==> config.mk <==
export PLATFORM = sky130hd
export DESIGN_NAME = spi_master_param
export DESIGN_NICKNAME = d
export VERILOG_FILES = /design/src/rtl/spi_pkg.sv /design/src/rtl/spi_clk_gen.sv /design/src/rtl/spi_master_param.sv
export SDC_FILE = /design/constraint.sdc
export NUM_CORES = 1
export LEC_CHECK = 0
export ABC_AREA = 1
export BUFFER_PORTS_ARGS = -buffer_cell sky130_fd_sc_hd__buf_2
export CORE_AREA = 5 5 87 49
export CTS_CLUSTER_DIAMETER = 30
export DETAILED_ROUTE_END_ITERATION = 7
export DIE_AREA = 0 0 92 54
export PLACE_DENSITY = 0.72
export SYNTH_ARGS = -nofsm -noshare
export SYNTH_HDL_FRONTEND = slang
export SYNTH_SLANG_ARGS = --single-unit
==> constraint.sdc <==
create_clock -name clk -period 1.7 [get_ports clk]
set_input_delay 0.085 -clock clk [delete_from_list [all_inputs] [get_ports clk]]
set_output_delay 0.085 -clock clk [all_outputs]
set_load 0.02 [all_outputs]
==> src/rtl/spi_pkg.sv <==
// Shared types and helpers for the parametrised SPI master.
// Mode constants encode {CPOL,CPHA}.
package spi_pkg;

    typedef enum logic [2:0] {
        IDLE,
        SETUP,
        XFER,
        HOLD,
        GAP
    } spi_state_t;

    localparam logic [1:0] SPI_MODE0 = 2'b00;
    localparam logic [1:0] SPI_MODE1 = 2'b01;
    localparam logic [1:0] SPI_MODE2 = 2'b10;
    localparam logic [1:0] SPI_MODE3 = 2'b11;

    function automatic int clog2(input int v);
        int r;
        r = 0;
        for (int i = 0; i < 31; i++)
            if ((32'sd1 << i) < v) r = i + 1;
        return r;
    endfunction

endpackage

==> src/rtl/spi_clk_gen.sv <==
// Half-period timer: one-cycle tick every CLK_DIV cycles while enabled.
// Counter is held at zero whenever enable is low.
module spi_clk_gen
    import spi_pkg::*;
#(
    parameter int CLK_DIV = 4
) (
    input  logic clk,
    input  logic rst,
    input  logic enable,
    output logic tick
);

    localparam int CW = (clog2(CLK_DIV) < 1) ? 1 : clog2(CLK_DIV);

    logic [CW-1:0] cnt;

    assign tick = enable && (cnt == CW'(CLK_DIV - 1));

    always_ff @(posedge clk) begin
        if (rst || !enable) cnt <= '0;
        else if (tick) cnt <= '0;
        else cnt <= cnt + 1'b1;
    end

endmodule

==> src/rtl/spi_master_param.sv <==
// Full-duplex SPI master: configurable width, divider, bit order, CPOL/CPHA.
// Every timed state advances on the shared half-period tick.
module spi_master_param
    import spi_pkg::*;
#(
    parameter int DATA_W    = 8,
    parameter int CLK_DIV   = 4,
    parameter int CPOL      = 0,
    parameter int CPHA      = 0,
    parameter int MSB_FIRST = 1
) (
    input  logic              clk,
    input  logic              rst,
    input  logic              tx_enable,
    input  logic [DATA_W-1:0] tx_data,
    output logic              tx_ready,
    output logic              busy,
    output logic [DATA_W-1:0] rx_data,
    output logic              rx_valid,
    input  logic              miso,
    output logic              mosi,
    output logic              cs,
    output logic              sclk
);

    localparam int HW = clog2(2 * DATA_W);
    localparam logic [1:0] MODE = {CPOL != 0, CPHA != 0};
    localparam logic SAMPLE_LEAD = (MODE == SPI_MODE0) || (MODE == SPI_MODE2);
    localparam logic IDLE_LVL = (CPOL != 0);
    localparam logic [HW-1:0] LAST = HW'(2 * DATA_W - 1);

    spi_state_t        state;
    logic [DATA_W-1:0] tx_sr;
    logic [DATA_W-1:0] rx_sr;
    logic [HW-1:0]     hcnt;
    logic              tick;
    logic              lead;
    logic              last_tog;

    function automatic logic first_bit(input logic [DATA_W-1:0] w);
        return (MSB_FIRST != 0) ? w[DATA_W-1] : w[0];
    endfunction

    function automatic logic [DATA_W-1:0] shift_out(input logic [DATA_W-1:0] w);
        return (MSB_FIRST != 0) ? {w[DATA_W-2:0], 1'b0} : {1'b0, w[DATA_W-1:1]};
    endfunction

    function automatic logic [DATA_W-1:0] shift_in(input logic [DATA_W-1:0] w,
                                                    input logic b);
        return (MSB_FIRST != 0) ? {w[DATA_W-2:0], b} : {b, w[DATA_W-1:1]};
    endfunction

    spi_clk_gen #(.CLK_DIV(CLK_DIV)) u_clk_gen (
        .clk   (clk),
        .rst   (rst),
        .enable(state != IDLE),
        .tick  (tick)
    );

    // hcnt counts completed toggles; even count means the next one is leading
    assign lead     = ~hcnt[0];
    assign last_tog = (hcnt == LAST);

    always_ff @(posedge clk) begin
        if (rst) begin
            state    <= IDLE;
            cs       <= 1'b1;
            sclk     <= IDLE_LVL;
            mosi     <= 1'b0;
            tx_ready <= 1'b1;
            busy     <= 1'b0;
            rx_valid <= 1'b0;
            rx_data  <= '0;
            tx_sr    <= '0;
            rx_sr    <= '0;
            hcnt     <= '0;
        end else begin
            rx_valid <= 1'b0;
            unique case (state)
                IDLE: if (tx_enable) begin
                    state    <= SETUP;
                    cs       <= 1'b0;
                    tx_ready <= 1'b0;
                    busy     <= 1'b1;
                    rx_sr    <= '0;
                    hcnt     <= '0;
                    if (SAMPLE_LEAD) begin
                        mosi  <= first_bit(tx_data);
                        tx_sr <= shift_out(tx_data);
                    end else begin
                        tx_sr <= tx_data;
                    end
                end
                SETUP: if (tick) state <= XFER;
                XFER: if (tick) begin
                    sclk <= ~sclk;
                    hcnt <= hcnt + 1'b1;
                    if (lead == SAMPLE_LEAD)
                        rx_sr <= shift_in(rx_sr, miso);
                    // CPHA=0 has already presented its last bit, so skip the final shift
                    if (lead != SAMPLE_LEAD && !(SAMPLE_LEAD && last_tog)) begin
                        mosi  <= first_bit(tx_sr);
                        tx_sr <= shift_out(tx_sr);
                    end
                    if (last_tog) begin
                        state <= HOLD;
                        hcnt  <= '0;
                    end
                end
                HOLD: if (tick) begin
                    state    <= GAP;
                    cs       <= 1'b1;
                    mosi     <= 1'b0;
                    rx_data  <= rx_sr;
                    rx_valid <= 1'b1;
                end
                GAP: if (tick) begin
                    state    <= IDLE;
                    tx_ready <= 1'b1;
                    busy     <= 1'b0;
                end
                default: state <= IDLE;
            endcase
        end
    end

endmodule

==> results.sh <==
export IMPL_status="finished, final reports clean"
export IMPL_grt_pass1_vias=1327
export IMPL_tritoncts="yes"
export IMPL_worst_pin_slew_ns=0.503
export IMPL_yosysSeqAreaShare_pct=42.9
export IMPL_fin_tns_setup_ns=0
export IMPL_hold_slack_ns=0.143
export IMPL_clock_latency_ns=0.28
export IMPL_place_congestion=0.896
export IMPL_critPathMaxFanout=16
export IMPL_clockBufferDepth=2
export IMPL_yosysWarnings=0
export IMPL_antenna_found_initial=0
export IMPL_first_pass_iters=4
export IMPL_first_iter_violations=156
export IMPL_ir_worst_vdd_v=0.000546
export IMPL_dp_hpwl_microns=2820
export IMPL_cap_viol_max_count=0
export IMPL_finalClockSkew_ns=0.00805
export IMPL_powerDensity_mw_per_mm2=1500
export IMPL_core_area_sq_mm=0.00356
export IMPL_die_w_microns=92
export IMPL_num_fill_cells=338
export IMPL_cts_root_buf="clkbuf_8"
export IMPL_post_cts_buffers=0
export IMPL_dieArea_sq_mm=0.00497
export IMPL_cp_required_ns=1.86
export IMPL_avgRoutedWirePerCell_microns=12.1
export IMPL_finalSetupViolations=0
export IMPL_n_antenna_cell=0
export IMPL_grt_overflow=0
export IMPL_synth_seq_cells=38
export IMPL_clkSinkCount=38
export IMPL_cts_made_buffers=5
export IMPL_critPathMostFrequentCell="nand2_2"
export IMPL_die_y_microns=54
export IMPL_drive_above_1_share_pct=21.5
export IMPL_grt_use_total_pct=16.8
export IMPL_wl_microns=3820
export IMPL_fin_crit_ns=1.59
export IMPL_cp_slowest_stage_delay_ns=0.37
export IMPL_syn_nets=254
export IMPL_hold_viol=0
export IMPL_num_rows=16
export IMPL_h_tree_depth=2
export IMPL_rsz0062_at_grt="false"
export IMPL_synthCells=240
export IMPL_syn_avg_cell_area_sq_um=7.39
export IMPL_crit_path_start_kind="register"
export IMPL_final_net_count=283
export IMPL_ant_nets=0
export IMPL_cts_resized=0
export IMPL_regArea_sq_um=762
export IMPL_hold_buffers=0
export IMPL_viasPerCell=5.10
export IMPL_grt_pass1_wl_microns=6540
export IMPL_crit_chain="buf_4, nor2_2, nand2_2, inv_2, nand2_2, nand2_4, nand2_2, nand2_1, a21oi_1"
export IMPL_fmax_ghz=0.628
export IMPL_synthesis_area_sq_mm=0.00177
export IMPL_portBuffers=25
export IMPL_hold_path_class="input port to register"
export IMPL_cpMaxStageDelayCell="dfxtp_1"
export IMPL_path_class="register to register"
export IMPL_vias=1608
export IMPL_cts_clk_slew_worst_paths_ns=0.07
export IMPL_slew_violations=0
export IMPL_drc=0
export IMPL_critical_path_arrival_ns=1.76
export IMPL_pin_count=26
export IMPL_min_period_over_period_pct=93.7
export IMPL_syn2layout_area_growth_pct=15.2
export IMPL_grt_max_degree=23
export IMPL_multi_input_area_sq_um=896
export IMPL_endpoint_kind="register"
export IMPL_p_leak_nw=0.902
export IMPL_initial_utilization_pct=49.8
export IMPL_synthDistinctLibCells=26
export IMPL_slew_headroom_pct=66.4
-- Yosys cell counts, drive strengths merged --
| cell | number | area, sq um |
|---|---|---|
| nand2 | 75 | 314 |
| xor2 | 2 | 17.5 |
| o21ai | 6 | 33.8 |
| clkbuf | 3 | 11.3 |
| a21oi | 31 | 155 |
| a31o | 1 | 8.76 |
| buf | 6 | 50.0 |
| nor2 | 22 | 116 |
| nand4 | 2 | 12.5 |
| nand3 | 26 | 130 |
| dfxtp | 38 | 761 |
| ha | 2 | 25.0 |
| a21boi | 1 | 7.51 |
| inv | 15 | 56.3 |
| nand3b | 10 | 75.1 |
-- registers in the layout, summed over array words and instances (netlist names) --
| name | cells |
|---|---|
| busy | 1 |
| cs | 1 |
| hcnt | 4 |
| mosi | 1 |
| rx_data | 8 |
| rx_sr | 8 |
| rx_valid | 1 |
| sclk | 1 |
| state | 3 |
| tx_ready | 1 |
| tx_sr | 7 |
| u_clk_gen.cnt | 2 |
-- cell type report --
class / count / area share [%]
multi-input cells: 178 / 43.8
flip-flops and latches: 38 / 37.3
repair buffers: 31 / 8.94
clock buffers: 7 / 4.22
inverters: 15 / 2.75
well taps: 45 / 2.75
clock inverters: 1 / 0.245
-- power breakdown --
| group | total [W] | internal (W) | switching [W] |
|---|---|---|---|
| clock | 0.000627 | 0.000327 | 0.000300 |
| combinational | 0.00125 | 0.000448 | 0.000800 |
| sequential | 0.00119 | 0.00105 | 0.000134 |
-- logic make-up after synthesis --
logic type,count (synthesis),share of synthesized area [%]
AO/OA/AOI/OAI,39,11.6
XOR/XNOR,2,0.987
adder cells (fa/ha/maj),2,1.41
buffers and inverters,24,6.63
flip-flops,38,42.9
AND/OR/NAND/NOR,135,36.5
-- path summary, 6_finish.rpt --
check        slack [ns]                to  depth (start not counted)             start
max                0.11          rx_sr[4]                          9          state[2]
min                0.14          rx_sr[0]                          4              miso
max reg2reg        0.11          rx_sr[4]                          9          state[2]
min reg2reg        0.43  u_clk_gen.cnt[0]                          1  u_clk_gen.cnt[0]
-- layout by cell type, fill, tap and decap left out, types with 2 or more instances in the layout --
master	Yosys	routed
nand3_1	26	26
xor2_1	2	2
nand2_2	7	7
inv_2	4	4
clkbuf_8	0	6
nand4_1	2	2
o21ai_0	3	3
inv_1	11	11
nand3b_1	10	10
a21oi_1	31	31
buf_2	1	25
buf_4	1	5
nand2_4	2	2
nor2_4	2	2
nand2_1	66	66
ha_1	2	2
nor2_1	18	18
o21ai_1	2	2
dfxtp_1	38	37
-- per-stage QoR --
| stage | power, W | util (%) | std cells | worst slack (ns) | area, sq um |
|---|---|---|---|---|---|
| 6_report | 0.00306 | 57.4 | 315 | 0.107 | 2040 |
| 5_1_grt | 0.00331 | 57.4 | 315 | 0.00402 | 2040 |
| 4_1_cts | 0.00307 | 57.3 | 315 | 0.122 | 2040 |
| 3_5_place_dp | 0.00244 | 54.8 | 307 | 0.163 | 1950 |
| 3_3_place_gp | 0.00243 | 54.8 | 307 | 0.213 | 1950 |
| 2_1_floorplan | 0.00217 | - | 240 | 0.355 | 1770 |
-- routing by layer --
metal	up-vias	wire length [microns]	GRT usage (%)
met5	-	0	0
met4	0	13	2.96
met3	2	287	5.03
met2	52	1450	22.1
met1	708	2070	26.1
li1	846	-	-
-- worst max-delay path, delay by kind of cell (launching register included) --
family                 cells  cell delay [ns]
flip-flops                 1             0.37
buffers and inverters      2             0.24
AO/OA/AOI/OAI              1             0.06
AND/OR/NAND/NOR            6             0.78
Note: power is estimated with default switching activity, not from simulation.
